--- src/rtl/fetch_pkg.sv ---
// Shared constants and types for the 16-bit MIPS instruction fetch unit.
// FSM state encodings, bus widths and reset values.
package fetch_pkg;

  localparam int FETCH_ADDR_W  = 16;
  localparam int FETCH_INSTR_W = 16;
  localparam int FETCH_PC_INC  = 1;

  typedef enum logic [1:0] {
    IDLE  = 2'd0,
    REQ   = 2'd1,
    STALL = 2'd2,
    DRAIN = 2'd3
  } fetch_state_e;

  localparam logic [FETCH_ADDR_W-1:0]  ADDR_RST  = '0;
  localparam logic [FETCH_INSTR_W-1:0] INSTR_RST = '0;

endpackage

--- src/rtl/fetch_unit_if.sv ---
// Fetch bus: instruction-memory req/ack channel plus the
// valid/ready channel towards decode.
interface fetch_unit_if
  import fetch_pkg::*;
#(
  parameter int ADDR_W  = FETCH_ADDR_W,
  parameter int INSTR_W = FETCH_INSTR_W
) ();

  logic               imem_req;
  logic [ADDR_W-1:0]  imem_addr;
  logic               imem_ack;
  logic [INSTR_W-1:0] imem_rdata;

  logic               instr_valid;
  logic [INSTR_W-1:0] instr;
  logic [ADDR_W-1:0]  instr_pc;
  logic               instr_ready;

  modport master (
    output imem_req,
    output imem_addr,
    input  imem_ack,
    input  imem_rdata,
    output instr_valid,
    output instr,
    output instr_pc,
    input  instr_ready
  );

  modport slave (
    input  imem_req,
    input  imem_addr,
    output imem_ack,
    output imem_rdata,
    input  instr_valid,
    input  instr,
    input  instr_pc,
    output instr_ready
  );

endinterface

--- src/rtl/fetch_out_buf.sv ---
// Single-entry valid/ready holding register between fetch and decode.
// Flush beats load beats fire; load during fire keeps full throughput.
module fetch_out_buf
  import fetch_pkg::*;
#(
  parameter int ADDR_W  = FETCH_ADDR_W,
  parameter int INSTR_W = FETCH_INSTR_W
) (
  input  logic               clk,
  input  logic               rst,
  input  logic               load_i,
  input  logic               fire_i,
  input  logic               flush_i,
  input  logic [INSTR_W-1:0] data_i,
  input  logic [ADDR_W-1:0]  pc_i,
  output logic               valid_o,
  output logic [INSTR_W-1:0] instr_o,
  output logic [ADDR_W-1:0]  pc_o
);

  logic               valid_q, valid_d;
  logic [INSTR_W-1:0] instr_q, instr_d;
  logic [ADDR_W-1:0]  pc_q, pc_d;

  always_comb begin
    valid_d = valid_q;
    instr_d = instr_q;
    pc_d    = pc_q;
    unique case (1'b1)
      flush_i: valid_d = 1'b0;
      load_i: begin
        valid_d = 1'b1;
        instr_d = data_i;
        pc_d    = pc_i;
      end
      fire_i:  valid_d = 1'b0;
      default: ;
    endcase
  end

  always_ff @(posedge clk) begin
    if (rst) begin
      valid_q <= 1'b0;
      instr_q <= INSTR_W'(INSTR_RST);
      pc_q    <= ADDR_W'(ADDR_RST);
    end else begin
      valid_q <= valid_d;
      instr_q <= instr_d;
      pc_q    <= pc_d;
    end
  end

  assign valid_o = valid_q;
  assign instr_o = instr_q;
  assign pc_o    = pc_q;

endmodule

--- src/rtl/fetch_unit.sv ---
// Instruction-fetch sequencer: drives the PC, issues imem requests,
// handles redirects (draining an in-flight request) and feeds decode.
module fetch_unit
  import fetch_pkg::*;
#(
  parameter int ADDR_W  = FETCH_ADDR_W,
  parameter int INSTR_W = FETCH_INSTR_W,
  parameter int PC_INC  = FETCH_PC_INC
) (
  input  logic              clk,
  input  logic              rst,
  input  logic [ADDR_W-1:0] pc_cur,
  output logic [ADDR_W-1:0] pc_next,
  input  logic              redirect_valid,
  input  logic [ADDR_W-1:0] redirect_target,
  fetch_unit_if.master      bus
);

  fetch_state_e      state_q, state_d;
  logic              req_q, req_d;
  logic [ADDR_W-1:0] addr_q, addr_d;

  logic               ack;
  logic               fire;
  logic               buf_load;
  logic               buf_valid;
  logic [INSTR_W-1:0] buf_instr;
  logic [ADDR_W-1:0]  buf_pc;
  logic [ADDR_W-1:0]  pc_inc;

  // An ack with no request outstanding is a protocol error and is dropped.
  assign ack    = req_q & bus.imem_ack;
  assign fire   = buf_valid & bus.instr_ready;
  assign pc_inc = pc_cur + ADDR_W'(PC_INC);

  always_ff @(posedge clk) begin
    if (rst) begin
      state_q <= IDLE;
      req_q   <= 1'b0;
      addr_q  <= ADDR_W'(ADDR_RST);
    end else begin
      state_q <= state_d;
      req_q   <= req_d;
      addr_q  <= addr_d;
    end
  end

  always_comb begin
    state_d = state_q;
    unique case (state_q)
      IDLE: begin
        if (!redirect_valid) state_d = REQ;
      end
      REQ: begin
        if (redirect_valid)
          state_d = (req_q && !ack) ? DRAIN : IDLE;
        else if (!req_q && buf_valid && !bus.instr_ready)
          state_d = STALL;
      end
      STALL: begin
        if (redirect_valid) state_d = IDLE;
        else if (fire)      state_d = REQ;
      end
      DRAIN: begin
        if (redirect_valid) state_d = ack ? IDLE : DRAIN;
        else if (ack)       state_d = REQ;
      end
      default: state_d = IDLE;
    endcase
  end

  always_comb begin
    req_d    = 1'b0;
    addr_d   = addr_q;
    buf_load = 1'b0;
    pc_next  = pc_cur;
    if (!rst) begin
      if (redirect_valid)
        pc_next = redirect_target;
      else if (state_q == REQ && ack)
        pc_next = pc_inc;
    end
    unique case (state_q)
      IDLE: begin
        if (!redirect_valid) begin
          req_d  = 1'b1;
          addr_d = pc_cur;
        end
      end
      REQ: begin
        if (redirect_valid) begin
          req_d = req_q && !ack;
        end else if (req_q) begin
          // Accepted ack: one idle cycle, then fetch the next word.
          req_d    = !ack;
          buf_load = ack;
          if (ack) addr_d = pc_inc;
        end else begin
          req_d = !(buf_valid && !bus.instr_ready);
        end
      end
      STALL: begin
        if (!redirect_valid && fire) begin
          req_d  = 1'b1;
          addr_d = pc_cur;
        end
      end
      DRAIN: begin
        req_d = !ack;
        if (!redirect_valid && ack) addr_d = pc_cur;
      end
      default: ;
    endcase
  end

  fetch_out_buf #(
    .ADDR_W  (ADDR_W),
    .INSTR_W (INSTR_W)
  ) u_out_buf (
    .clk     (clk),
    .rst     (rst),
    .load_i  (buf_load),
    .fire_i  (fire),
    .flush_i (redirect_valid),
    .data_i  (bus.imem_rdata),
    .pc_i    (addr_q),
    .valid_o (buf_valid),
    .instr_o (buf_instr),
    .pc_o    (buf_pc)
  );

  assign bus.imem_req    = req_q;
  assign bus.imem_addr   = addr_q;
  assign bus.instr_valid = buf_valid;
  assign bus.instr       = buf_instr;
  assign bus.instr_pc    = buf_pc;

endmodule

--- src/flat_wrapper.sv ---
// flat-port wrapper written by rule: the top's interface ports become plain ports
module fetch_unit_flat import fetch_pkg::*;
#(
  parameter int ADDR_W  = FETCH_ADDR_W,
  parameter int INSTR_W = FETCH_INSTR_W,
  parameter int PC_INC  = FETCH_PC_INC
)
  (clk, rst, pc_cur, pc_next, redirect_valid, redirect_target, bus_imem_req, bus_imem_addr, bus_imem_ack, bus_imem_rdata, bus_instr_valid, bus_instr, bus_instr_pc, bus_instr_ready);
  fetch_unit_if #(.ADDR_W(ADDR_W), .INSTR_W(INSTR_W)) bus_i ();
  input  logic clk;
  input  logic rst;
  input  logic [ADDR_W-1:0] pc_cur;
  output logic [ADDR_W-1:0] pc_next;
  input  logic redirect_valid;
  input  logic [ADDR_W-1:0] redirect_target;
  output wire logic [$bits(bus_i.imem_req)-1:0] bus_imem_req;
  output wire logic [$bits(bus_i.imem_addr)-1:0] bus_imem_addr;
  input wire logic [$bits(bus_i.imem_ack)-1:0] bus_imem_ack;
  input wire logic [$bits(bus_i.imem_rdata)-1:0] bus_imem_rdata;
  output wire logic [$bits(bus_i.instr_valid)-1:0] bus_instr_valid;
  output wire logic [$bits(bus_i.instr)-1:0] bus_instr;
  output wire logic [$bits(bus_i.instr_pc)-1:0] bus_instr_pc;
  input wire logic [$bits(bus_i.instr_ready)-1:0] bus_instr_ready;
  assign bus_imem_req = bus_i.imem_req;
  assign bus_imem_addr = bus_i.imem_addr;
  assign bus_i.imem_ack = bus_imem_ack;
  assign bus_i.imem_rdata = bus_imem_rdata;
  assign bus_instr_valid = bus_i.instr_valid;
  assign bus_instr = bus_i.instr;
  assign bus_instr_pc = bus_i.instr_pc;
  assign bus_i.instr_ready = bus_instr_ready;
  fetch_unit #(.ADDR_W(ADDR_W), .INSTR_W(INSTR_W), .PC_INC(PC_INC)) u_core (.clk(clk), .rst(rst), .pc_cur(pc_cur), .pc_next(pc_next), .redirect_valid(redirect_valid), .redirect_target(redirect_target), .bus(bus_i));
endmodule
--- config.mk ---
export PLATFORM = sky130hd
export DESIGN_NAME = fetch_unit_flat
export DESIGN_NICKNAME = d
export VERILOG_FILES = /design/src/rtl/fetch_pkg.sv /design/src/rtl/fetch_unit_if.sv /design/src/rtl/fetch_out_buf.sv /design/src/rtl/fetch_unit.sv /design/src/flat_wrapper.sv
export SDC_FILE = /design/constraint.sdc
export NUM_CORES = 1
export LEC_CHECK = 0
export BUFFER_PORTS_ARGS = -buffer_cell sky130_fd_sc_hd__buf_4
export CORE_ASPECT_RATIO = 0.5
export CORE_MARGIN = 3
export CORE_UTILIZATION = 50
export CTS_BUF_LIST = sky130_fd_sc_hd__clkbuf_8
export DETAILED_ROUTE_END_ITERATION = 10
export GPL_ROUTABILITY_DRIVEN = 0
export PLACE_DENSITY = 0.83
export RECOVER_POWER = 50
export SLEW_MARGIN = 30
export SYNTH_ARGS = -nofsm -noshare
export SYNTH_HDL_FRONTEND = slang
export SYNTH_SLANG_ARGS = --single-unit
--- constraint.sdc ---
create_clock -name clk -period 2.6 [get_ports clk]
set_clock_uncertainty 0.1 [all_clocks]
set_input_delay 0.52 -clock clk [delete_from_list [all_inputs] [get_ports clk]]
set_output_delay 0.52 -clock clk [all_outputs]
set_load 0.05 [all_outputs]
==> flow_summary_export.csv, run 1 <==
group,metric,value,unit
outcome,status,"finished clean",
route,drtIter0Drc,221,
synthesis,ys_types,59,
worst_setup_path,arrival,1.91,ns
layout,n_fill_cell,467,
grt,busiest_layer,"met2",
sta,drv_slew,0,
worst_setup_path,cp_data_required_time,1.98,ns
worst_setup_path,path_cells,"buf_4 -> ha_1 -> and3_1 -> nand4_1 -> buf_4 -> nor2_1 -> o31a_1 -> buf_4",
cts,clock_latency,0.30,ns
grt,grt_overflow,0,
synthesis,synth_top_area_share,0.362,
synthesis,ys.flop_type,"dfxtp_1",
cts,clock-root-buffer,"clkbuf_8",
layout,drive_above_1_share,0.249,
pwr,powerDensity,482,nW/um^2
worst_setup_path,path_class,"primary input to output port",
synthesis,synthesis.area,2880,um^2
cts,clk_pin_slew,0.08,ns
floorplanning,coreArea,5230,um^2
sta,relSlewSlack,0.551,
synthesis,ys_seq_elements,52,
grt,grt_pass1_vias,2867,
pwr,total_power,1.84,mW
synthesis,yosysTopAreaCell,"dfxtp_1",
synthesis,synth_cells,379,
placed_design,dp_hpwl,6300,um
floorplanning,die_x,113,um
synthesis,ys_async_sr_fraction,0,
grt,grtUsageMet2,0.407,
sta,final.period_utilization,0.975,
worst_setup_path,cpPeakStageDelay,0.23,ns
route,num_vias,3240,
cts,cts-htree-levels,2,
synthesis,synth_most_common_cell,"nand2_1",
grt,grt_util_met1,0.336,
layout,finish.utilization,0.730,
layout,design_area,3810,um^2
hold_path,hp-start,"u_core.u_out_buf.pc_o[15]$_SDFFE_PP0P_",
cts,cts.sinks,52,
worst_setup_path,worst_setup_path_start_kind,"primary input",
cts,holdBufCountCts,0,
hold_path,hp-class,"flop to flop",
synthesis,synthTopCellsByArea,"dfxtp_1, nand2_1, a21oi_1",
sta,rsz0062_at_grt,"no",
route,drcViolationCount,0,
synthesis,synth-edff-count,0,
placed_design,place_area,3870,um^2
sta,period_needed,2.53,ns
sta,hold_viol_final,0,
sta,setup_viol,0,
route,routed_wl,8690,um
synthesis,syn-num-nets,433,
job,maxCapViolCount,0,
worst_setup_path,rr_startpoint,"u_core.state_q[1]$_SDFFE_PP0P_",
floorplanning,rows,18,
layout,syn2layout_area_growth,32.5,%
cts,cts_inserted_buffers,5,
sta,tightest_slew,0.672,ns
route,vias_per_cell,5.80,
synthesis,synth.yosys.warnings,0,
sta,fin_tns_setup,0,ns
floorplanning,die_h,59.6,um
floorplanning,start_util,0.551,
floorplanning,die-area,6760,um^2
worst_setup_path,crit_fanout,9,
grt,grt_use_met3,0.0550,
worst_setup_path,cp_common_cell,"buf_4",
sta,finalHoldWorstSlack,0.356,ns
cts,clock_path_buffers,2,
floorplanning,pin_count,119,
grt,grt_pass1_wl,13600,um
worst_setup_path,endpoint_kind,"output port",
pwr,p_leak,1.42,nW
layout,fin_nets,542,
cts,cts_tree,"done",
grt,grt_max_degree,34,
layout,antenna_cells,0,
synthesis,synthTopCellsByCount,"nand2_1, dfxtp_1, a21oi_1",
synthesis,syn_area_per_cell,7.59,um^2
worst_setup_path,cp-startpoint,"pc_cur[0]",
placed_design,port_buffers,118,
grt,grt_usage,0.247,
route,wire_per_inst,15.5,um
route,antenna_left,0,
grt,antenna_found_initial,0,
route,drt_first_pass_iters,7,
worst_setup_path,crit_path_top_delay_cell,"o31a_1",
sta,max_freq,395,MHz
synthesis,yosysSeqAreaShare,0.362,
pwr,vdd_drop_max,300,uV
[what timing repair did]
action	CTS	global route
pin swaps	3	2
hold endpoints to repair	0	0
buffers inserted	2	0
resized for setup	3	6
setup endpoints to repair	3	8
[layout make-up]
type	instances	area, um^2	share of cell area
Inverter	4	15.0	0.00394
Clock buffer	6	82.6	0.0217
Tap cell	70	87.6	0.0230
Clock inverter	2	11.3	0.00295
Timing Repair Buffer	141	868	0.228
Sequential cell	52	1050	0.275
Multi-Input combinational cell	284	1700	0.446
[critical path: cells and delay by family]
| family | cells | cell delay, ns |
|---|---|---|
| fa+ha+maj | 1 | 0.22 |
| compound gates | 1 | 0.23 |
| simple gates | 3 | 0.44 |
| buf+inv | 3 | 0.50 |
[power by group]
part	internal, mW	leakage, nW	total [mW]	switching, mW
Clock	0.212	0.0486	0.455	0.242
Sequential	0.824	0.425	0.852	0.0274
Combinational	0.173	0.951	0.533	0.360
Total	1.21	1.42	1.84	0.630
[registers in the layout, summed over array words and instances (netlist names)]
name	cells
u_core.u_out_buf.valid_o	1
u_core.u_out_buf.instr_o	16
u_core.state_q	2
u_core.bus.imem_addr	16
u_core.bus.imem_req	1
u_core.u_out_buf.pc_o	16
[kinds of logic after synthesis]
| group | after synthesis | share of synthesized area |
|---|---|---|
| AND/OR/NAND/NOR | 147 | 0.253 |
| AO/OA/AOI/OAI | 124 | 0.275 |
| flip-flops | 52 | 0.362 |
| buffers and inverters | 43 | 0.0691 |
| XOR/XNOR | 11 | 0.0335 |
| multiplexers | 1 | 0.00348 |
| adder cells (fa/ha/maj) | 1 | 0.00435 |
[worst paths after layout]
check	depth (start not counted)	slack (ns)	endpoint
setup / recovery	8	0.07	pc_next[12]
hold reg to reg	2	0.36	u_core.u_out_buf.pc_o[15]$_SDFFE_PP0P_
setup reg to reg	6	0.37	u_core.bus.imem_addr[15]$_SDFFE_PP0P_
hold / removal	2	0.36	u_core.u_out_buf.pc_o[15]$_SDFFE_PP0P_
[cell usage in the layout (no fill, tap or decap), types with 3 or more instances in the layout]
cell type  instances
clkbuf_1          51
nor2b_1            4
o21ai_1            3
nand4_1           11
nor3_1             4
nand3_1            9
inv_1              5
o22ai_1            9
o31ai_1            4
xor2_1             6
a22oi_1            6
a41o_1             3
a21oi_2            3
dfxtp_1           50
a31oi_1            7
buf_4             88
nand2_1           74
nor2_1            13
nor4_1             5
nor2_2             3
clkbuf_8           6
a211oi_1           7
a21oi_1           46
xnor2_1            5
o21ai_0           13
[stage by stage]
stage                     setup slack [ns]  cells
final                               0.0660    559
after detailed placement          -0.00261    549
after CTS                           0.0120    559
after global placement              0.0595    549
after global routing               0.00682    559
after floorplan                    -0.0550    379
[metal layers]
metal | routed length [um] | vias up
li1 | - | 1592
met4 | 67 | 0
met3 | 941 | 11
met1 | 3910 | 1455
met2 | 3770 | 182
met5 | 0 | -
Power figures use the tool's default switching activity.
==> inputs of run 2 (changes only) <==
--- a/config.mk
+++ b/config.mk
@@ -5,14 +5,14 @@
 export SDC_FILE = /design/constraint.sdc
 export NUM_CORES = 1
 export LEC_CHECK = 0
-export BUFFER_PORTS_ARGS = -buffer_cell sky130_fd_sc_hd__buf_4
 export CORE_ASPECT_RATIO = 0.5
 export CORE_MARGIN = 3
-export CORE_UTILIZATION = 50
+export CORE_UTILIZATION = 55
 export CTS_BUF_LIST = sky130_fd_sc_hd__clkbuf_8
 export DETAILED_ROUTE_END_ITERATION = 10
+export DONT_BUFFER_PORTS = 1
 export GPL_ROUTABILITY_DRIVEN = 0
-export PLACE_DENSITY = 0.83
+export PLACE_DENSITY = 0.7
 export RECOVER_POWER = 50
 export SLEW_MARGIN = 30
 export SYNTH_ARGS = -nofsm -noshare
==> run 2 against run 1 <==
Sequential share of layout area grew 5.5 points. Power shrank 9.9%. Cell count shrank 21%. Via count shrank 13%. Sequential cell count is the same. Non-clock buffer count shrank 111. Final area shrank 17%. Die area shrank 8.4%. Critical endpoint is now pc_next[11]. Highest routed layer unchanged.
==> flow_summary_export.csv, run 2 (synthesis results as in run 1) <==
group,metric,value,unit
layout,syn2layout_area_growth,10.0,%
layout,fin_nets,431,
sta,tightest_slew,0.916,ns
cts,clock_latency,0.29,ns
grt,grt_max_degree,59,
hold_path,hp-class,"primary input to flop",
floorplanning,die_x,108,um
route,wire_per_inst,18.1,um
sta,period_needed,2.49,ns
sta,hold_viol_final,0,
layout,final_cell_count_no_fill,443,
pwr,powerDensity,524,nW/um^2
layout,n_fill_cell,402,
hold_path,hold_path_depth,1,
layout,mostFrequentLayoutCell,"nand2_1",
layout,final_cell_mix,"nand2_1, dfxtp_1, a21oi_1, buf_4, o21ai_0",
cts,clock_path_buffers,2,
pwr,total_power,1.66,mW
worst_setup_path,endpoint_kind,"output port",
route,drtIter0Drc,297,
grt,grt_pass1_vias,2299,
sta,rsz0062_at_grt,"no",
sta,finalHoldWorstSlack,0.216,ns
worst_setup_path,crit_path_top_delay_cell,"nor4_2",
worst_setup_path,path_class,"flop to output port",
route,drcViolationCount,0,
outcome,status,"finished clean",
route,vias_per_cell,6.35,
placed_design,place_area,3070,um^2
pwr,p_leak,1.07,nW
route,antenna_left,0,
floorplanning,die_h,57.2,um
placed_design,dp_cells,434,
worst_setup_path,cpPeakStageDelay,0.36,ns
layout,antenna_cells,0,
placed_design,dp_hpwl,5910,um
cts,cts-htree-levels,2,
sta,setup_viol,0,
sta,drv_slew,0,
layout,design_area,3170,um^2
floorplanning,die-area,6190,um^2
route,drt_first_pass_iters,5,
job,maxCapViolCount,0,
placed_design,port_buffers,0,
cts,clock-root-buffer,"clkbuf_8",
sta,fin_ws,0.112,ns
grt,grt_overflow,0,
grt,grt_pass1_wl,12300,um
worst_setup_path,crit_fanout,4,
cts,cts.sinks,52,
worst_setup_path,worstRegToRegCells,6,
cts,cts_tree,"done",
layout,seq_area,1040,um^2
cts,cts_inserted_buffers,5,
route,num_vias,2812,
floorplanning,rows,17,
cts,clk_pin_slew,0.08,ns
placed_design,post-place-ws,0.177,ns
pwr,vdd_drop_max,263,uV
layout,multi_input_area,1700,um^2
layout,drive_above_1_share,0.151,
sta,final.period_utilization,0.957,
worst_setup_path,path_cells,"nand4b_1 -> buf_4 -> nor4_2 -> a31oi_1 -> o21ba_2",
grt,antenna_found_initial,0,
grt,grt_usage,0.245,
floorplanning,pin_count,119,
worst_setup_path,cp_data_required_time,1.98,ns
route,routed_wl,8040,um
floorplanning,coreArea,4700,um^2
sta,relSlewSlack,0.389,
floorplanning,start_util,0.612,
worst_setup_path,worst_setup_path_start_kind,"flop",
sta,max_freq,402,MHz
worst_setup_path,arrival,1.87,ns
[run 2: critical path: cells and delay by family, from the launching register on]
family / cells / cell delay, ns
AO/OA/AOI/OAI: 2 / 0.47
AND/OR/NAND/NOR: 2 / 0.58
buffers and inverters: 1 / 0.19
flip-flops: 1 / 0.34
[run 2: final cells by class]
cell class,count,area share
multi-input combinational,284,0.536
sequential,52,0.330
timing repair buffer,30,0.0794
tap,66,0.0261
clock buffer,5,0.0217
inverter,4,0.00474
clock inverter,2,0.00277
[run 2: path summary, 6_finish.rpt]
check                                 startpoint                                   end  slack (ns)
setup / recovery  u_core.state_q[1]$_SDFFE_PP0P_                           pc_next[11]        0.11
hold / removal                               rst        u_core.state_q[0]$_SDFFE_PP0P_        0.22
setup reg to reg  u_core.bus.imem_req$_SDFF_PP0_  u_core.bus.imem_addr[1]$_SDFFE_PP0P_        0.20
hold reg to reg   u_core.state_q[0]$_SDFFE_PP0P_        u_core.state_q[0]$_SDFFE_PP0P_        0.44
[run 2: per-layer routing]
metal	up-vias	share of wire	global-route usage
met4	0	0.0053	0.0558
met1	1248	0.43	0.357
met2	193	0.42	0.348
met3	4	0.15	0.0870
li1	1367	-	-
met5	-	0	0
[run 2: timing repair]
item                                   in CTS  in global routing
gates cloned                                0                  0
pin swaps                                   1                  1
setup buffers                               0                  2
hold buffers                                0                  0
endpoints found under the hold margin       0                  0
resized for setup                           6                  0
setup endpoints to repair                  14                 15
[run 2: through the flow]
stage,utilization,TNS [ns]
floorplan,-,-0.0550
global placement,0.653,0
detailed placement,0.653,0
CTS,0.674,0
global route,0.673,0
finish,0.673,0
[run 2: power breakdown]
group | internal (mW) | switching (mW) | leakage (nW)
Sequential | 0.825 | 0.117 | 0.424
Combinational | 0.115 | 0.196 | 0.598
Clock | 0.179 | 0.226 | 0.0452
==> inputs of run 3 (changes only) <==
--- a/config.mk
+++ b/config.mk
@@ -5,6 +5,7 @@
 export SDC_FILE = /design/constraint.sdc
 export NUM_CORES = 1
 export LEC_CHECK = 0
+export ABC_AREA = 1
 export CORE_ASPECT_RATIO = 0.5
 export CORE_MARGIN = 3
 export CORE_UTILIZATION = 55
==> run 3 against run 2 <==
Wire length is 2.9% higher. Sequential cell count did not move. Fmax fell by 0.36%. Utilization grew 2.6 points. Final area grew 4.4%.
==> flow_summary_export.csv, run 3 <==
group,metric,value,unit
synthesis,syn-num-nets,504,
synthesis,synthesis.area,2890,um^2
pwr,vdd_drop_max,422,uV
worst_setup_path,arrival,1.88,ns
cts,cts.sinks,52,
layout,antenna_cells,0,
worst_setup_path,worst_setup_path_start_kind,"flop",
grt,grt_usage,0.263,
cts,clock_latency,0.31,ns
cts,clock-root-buffer,"clkbuf_8",
sta,max_freq,400,MHz
grt,grt_use_met3,0.103,
worst_setup_path,crit_fanout,16,
worst_setup_path,reg2reg_setup_slack,0.60,ns
cts,cts_tree,"done",
pwr,combinationalPowerShare,0.266,
floorplanning,start_util,0.611,
layout,finish.utilization,0.700,
floorplanning,die_x,108,um
placed_design,dp_hpwl,6080,um
synthesis,synthTopCellsByCount,"nand2_1, nor2_1, a21oi_1",
worst_setup_path,crit_path_top_delay_cell,"dfxtp_1",
synthesis,ys.flop_type,"dfxtp_1",
placed_design,port_buffers,0,
hold_path,hp-class,"primary input to flop",
pwr,intPower,1.25,mW
layout,design_area,3300,um^2
layout,final_cell_mix,"nand2_1, nor2_1, dfxtp_1, o21ai_0, a21oi_1",
floorplanning,rows,17,
cts,cts_inserted_buffers,5,
route,drcViolationCount,0,
grt,grt_max_degree,33,
worst_setup_path,cpPeakStageDelay,0.41,ns
worst_setup_path,worstRegToRegCells,9,
synthesis,syn_area_per_cell,6.41,um^2
outcome,status,"finished clean",
route,antenna_left,0,
pwr,total_power,2.18,mW
worst_setup_path,endpoint_kind,"output port",
sta,tightest_slew,0.669,ns
pwr,seqPwrFrac,0.514,
floorplanning,die-area,6200,um^2
pwr,p_leak,1.54,nW
sta,drv_slew,0,
worst_setup_path,critPathTopFamily,"buffers and inverters",
synthesis,synthTopCellsByArea,"dfxtp_1, nand2_1, a21oi_1",
route,vias_per_cell,5.66,
worst_setup_path,crit_buf_inv,4,
sta,relSlewSlack,0.554,
worst_setup_path,r2r_end,"u_core.u_out_buf.pc_o[9]$_SDFFE_PP0P_",
layout,drive_above_1_share,0.123,
pwr,switching_share,0.426,
cts,cts-htree-levels,2,
synthesis,yosysTopAreaCell,"dfxtp_1",
hold_path,worstHoldEndpoint,"u_core.bus.imem_addr[4]$_SDFFE_PP0P_",
placed_design,place_area,3180,um^2
synthesis,synth_cells,450,
grt,grt_pass1_wl,13100,um
synthesis,ys_async_sr_fraction,0,
hold_path,hp-start,"rst",
pwr,p_switching,929,uW
route,wire_per_inst,15.7,um
synthesis,ys_seq_elements,52,
grt,grtUsageMet2,0.417,
cts,clock_path_buffers,2,
layout,n_fill_cell,422,
worst_setup_path,path_cells,"inv_2 -> nand2_2 -> inv_8 -> nand2_4 -> nor2_8 -> buf_4 -> nand2_1 -> o21ai_0 -> a22oi_1 -> buf_4",
sta,hold_viol_final,0,
hold_path,hold_path_depth,1,
sta,period_needed,2.50,ns
grt,busiest_layer,"met2",
grt,antenna_found_initial,0,
job,maxCapViolCount,0,
cts,clk_pin_slew,0.10,ns
synthesis,synth_most_common_cell,"nand2_1",
synthesis,ys_types,34,
route,drt_first_pass_iters,5,
synthesis,synth-edff-count,0,
route,routed_wl,8270,um
sta,final.period_utilization,0.960,
worst_setup_path,path_class,"flop to output port",
grt,grt_pass1_vias,2749,
sta,rsz0062_at_grt,"no",
synthesis,synth.yosys.warnings,0,
worst_setup_path,cp_data_required_time,1.98,ns
grt,grt_overflow,0,
synthesis,synth_top_area_share,0.361,
synthesis,yosysSeqAreaShare,0.361,
grt,grt_util_met1,0.339,
pwr,powerDensity,660,nW/um^2
layout,syn2layout_area_growth,14.5,%
worst_setup_path,rr_startpoint,"u_core.state_q[1]$_SDFFE_PP0P_",
pwr,p_clk_frac,0.220,
route,drtIter0Drc,188,
sta,setup_viol,0,
route,num_vias,2989,
cts,holdBufCountCts,0,
floorplanning,coreArea,4720,um^2
floorplanning,pin_count,119,
layout,fin_nets,515,
worst_setup_path,cp_common_cell,"buf_4",
layout,mostFrequentLayoutCell,"nand2_1",
floorplanning,die_h,57.2,um
run 3: cell types whose count changed after synthesis, sizes merged, moves of 9 or more:
cell	change
inv	+39
o21ai	+39
nand2	+28
nor2	+48
or2	+9
run 3: area by class of cell:
| cell class | count | area, um^2 | share of cell area |
|---|---|---|---|
| Clock buffer | 5 | 68.8 | 0.0208 |
| Timing Repair Buffer | 28 | 319 | 0.0966 |
| Sequential cell | 52 | 1040 | 0.315 |
| Inverter | 44 | 173 | 0.0523 |
| Clock inverter | 3 | 22.5 | 0.00682 |
| Multi-Input combinational cell | 330 | 1600 | 0.483 |
| Tap cell | 66 | 82.6 | 0.0250 |
run 3: repair_timing:
| action | in CTS | in global routing |
|---|---|---|
| pin swaps | 0 | 3 |
| cloned | 0 | 0 |
| gates resized for setup | 5 | 5 |
| endpoints found under the setup margin | 12 | 14 |
| buffers inserted | 0 | 4 |
run 3: worst max path at each step:
| stage | cells past startpoint | from | slack [ns] | endpoint |
|---|---|---|---|---|
| after global routing | 10 | u_core.state_q[1]$_SDFFE_PP0P_ | 0.01 | pc_next[0] |
| after floorplan | 6 | u_core.bus.imem_req$_SDFF_PP0_ | -0.09 | pc_next[3] |
| after global placement | 10 | pc_cur[0] | 0.24 | pc_next[14] |
| final | 10 | u_core.state_q[1]$_SDFFE_PP0P_ | 0.10 | pc_next[3] |
| after detailed placement | 10 | pc_cur[0] | 0.22 | pc_next[14] |
| after CTS | 10 | u_core.state_q[1]$_SDFFE_PP0P_ | 0.01 | pc_next[13] |
run 3: worst register-to-register path, delay by kind of cell, from the launching register on:
kind,cells,cell delay [ns]
AOI/OAI and AO/OA,2,0.31
DFF,1,0.36
buffers and inverters,4,0.81
and+or+nand+nor,3,0.36
run 3: logic make-up after synthesis:
| group | synth area share |
|---|---|
| AND/OR/NAND/NOR | 0.296 |
| AO/OA/AOI/OAI | 0.216 |
| flip-flops | 0.361 |
| adder cells (fa/ha/maj) | 0.00434 |
| XOR/XNOR | 0.0243 |
| buffers and inverters | 0.0989 |
run 3: per-layer routing:
layer	share of wire	vias up
met5	0	-
met4	0.0089	0
met3	0.13	8
met2	0.45	155
met1	0.41	1358
li1	-	1468
run 3: power groups by stage:
| stage | sequential [mW] | combinational (mW) | clock [mW] |
|---|---|---|---|
| after floorplan | 1.14 | 0.415 | 0 |
| after detailed placement | 1.14 | 0.567 | 0 |
| after global placement | 1.14 | 0.555 | 0 |
| after global routing | 1.13 | 0.638 | 0.535 |
| after CTS | 1.12 | 0.573 | 0.482 |
| final | 1.12 | 0.581 | 0.479 |
run 3: through the flow:
| stage | hold slack (ns) | std cells | setup slack [ns] | TNS (ns) |
|---|---|---|---|---|
| finish | 0.160 | 528 | 0.103 | 0 |
| global route | 0.140 | 528 | 0.0149 | 0 |
| CTS | 0.159 | 524 | 0.0133 | 0 |
| detailed placement | 0.434 | 516 | 0.221 | 0 |
| global placement | 0.425 | 516 | 0.243 | 0 |
| floorplan | 0.397 | 450 | -0.0854 | -0.171 |
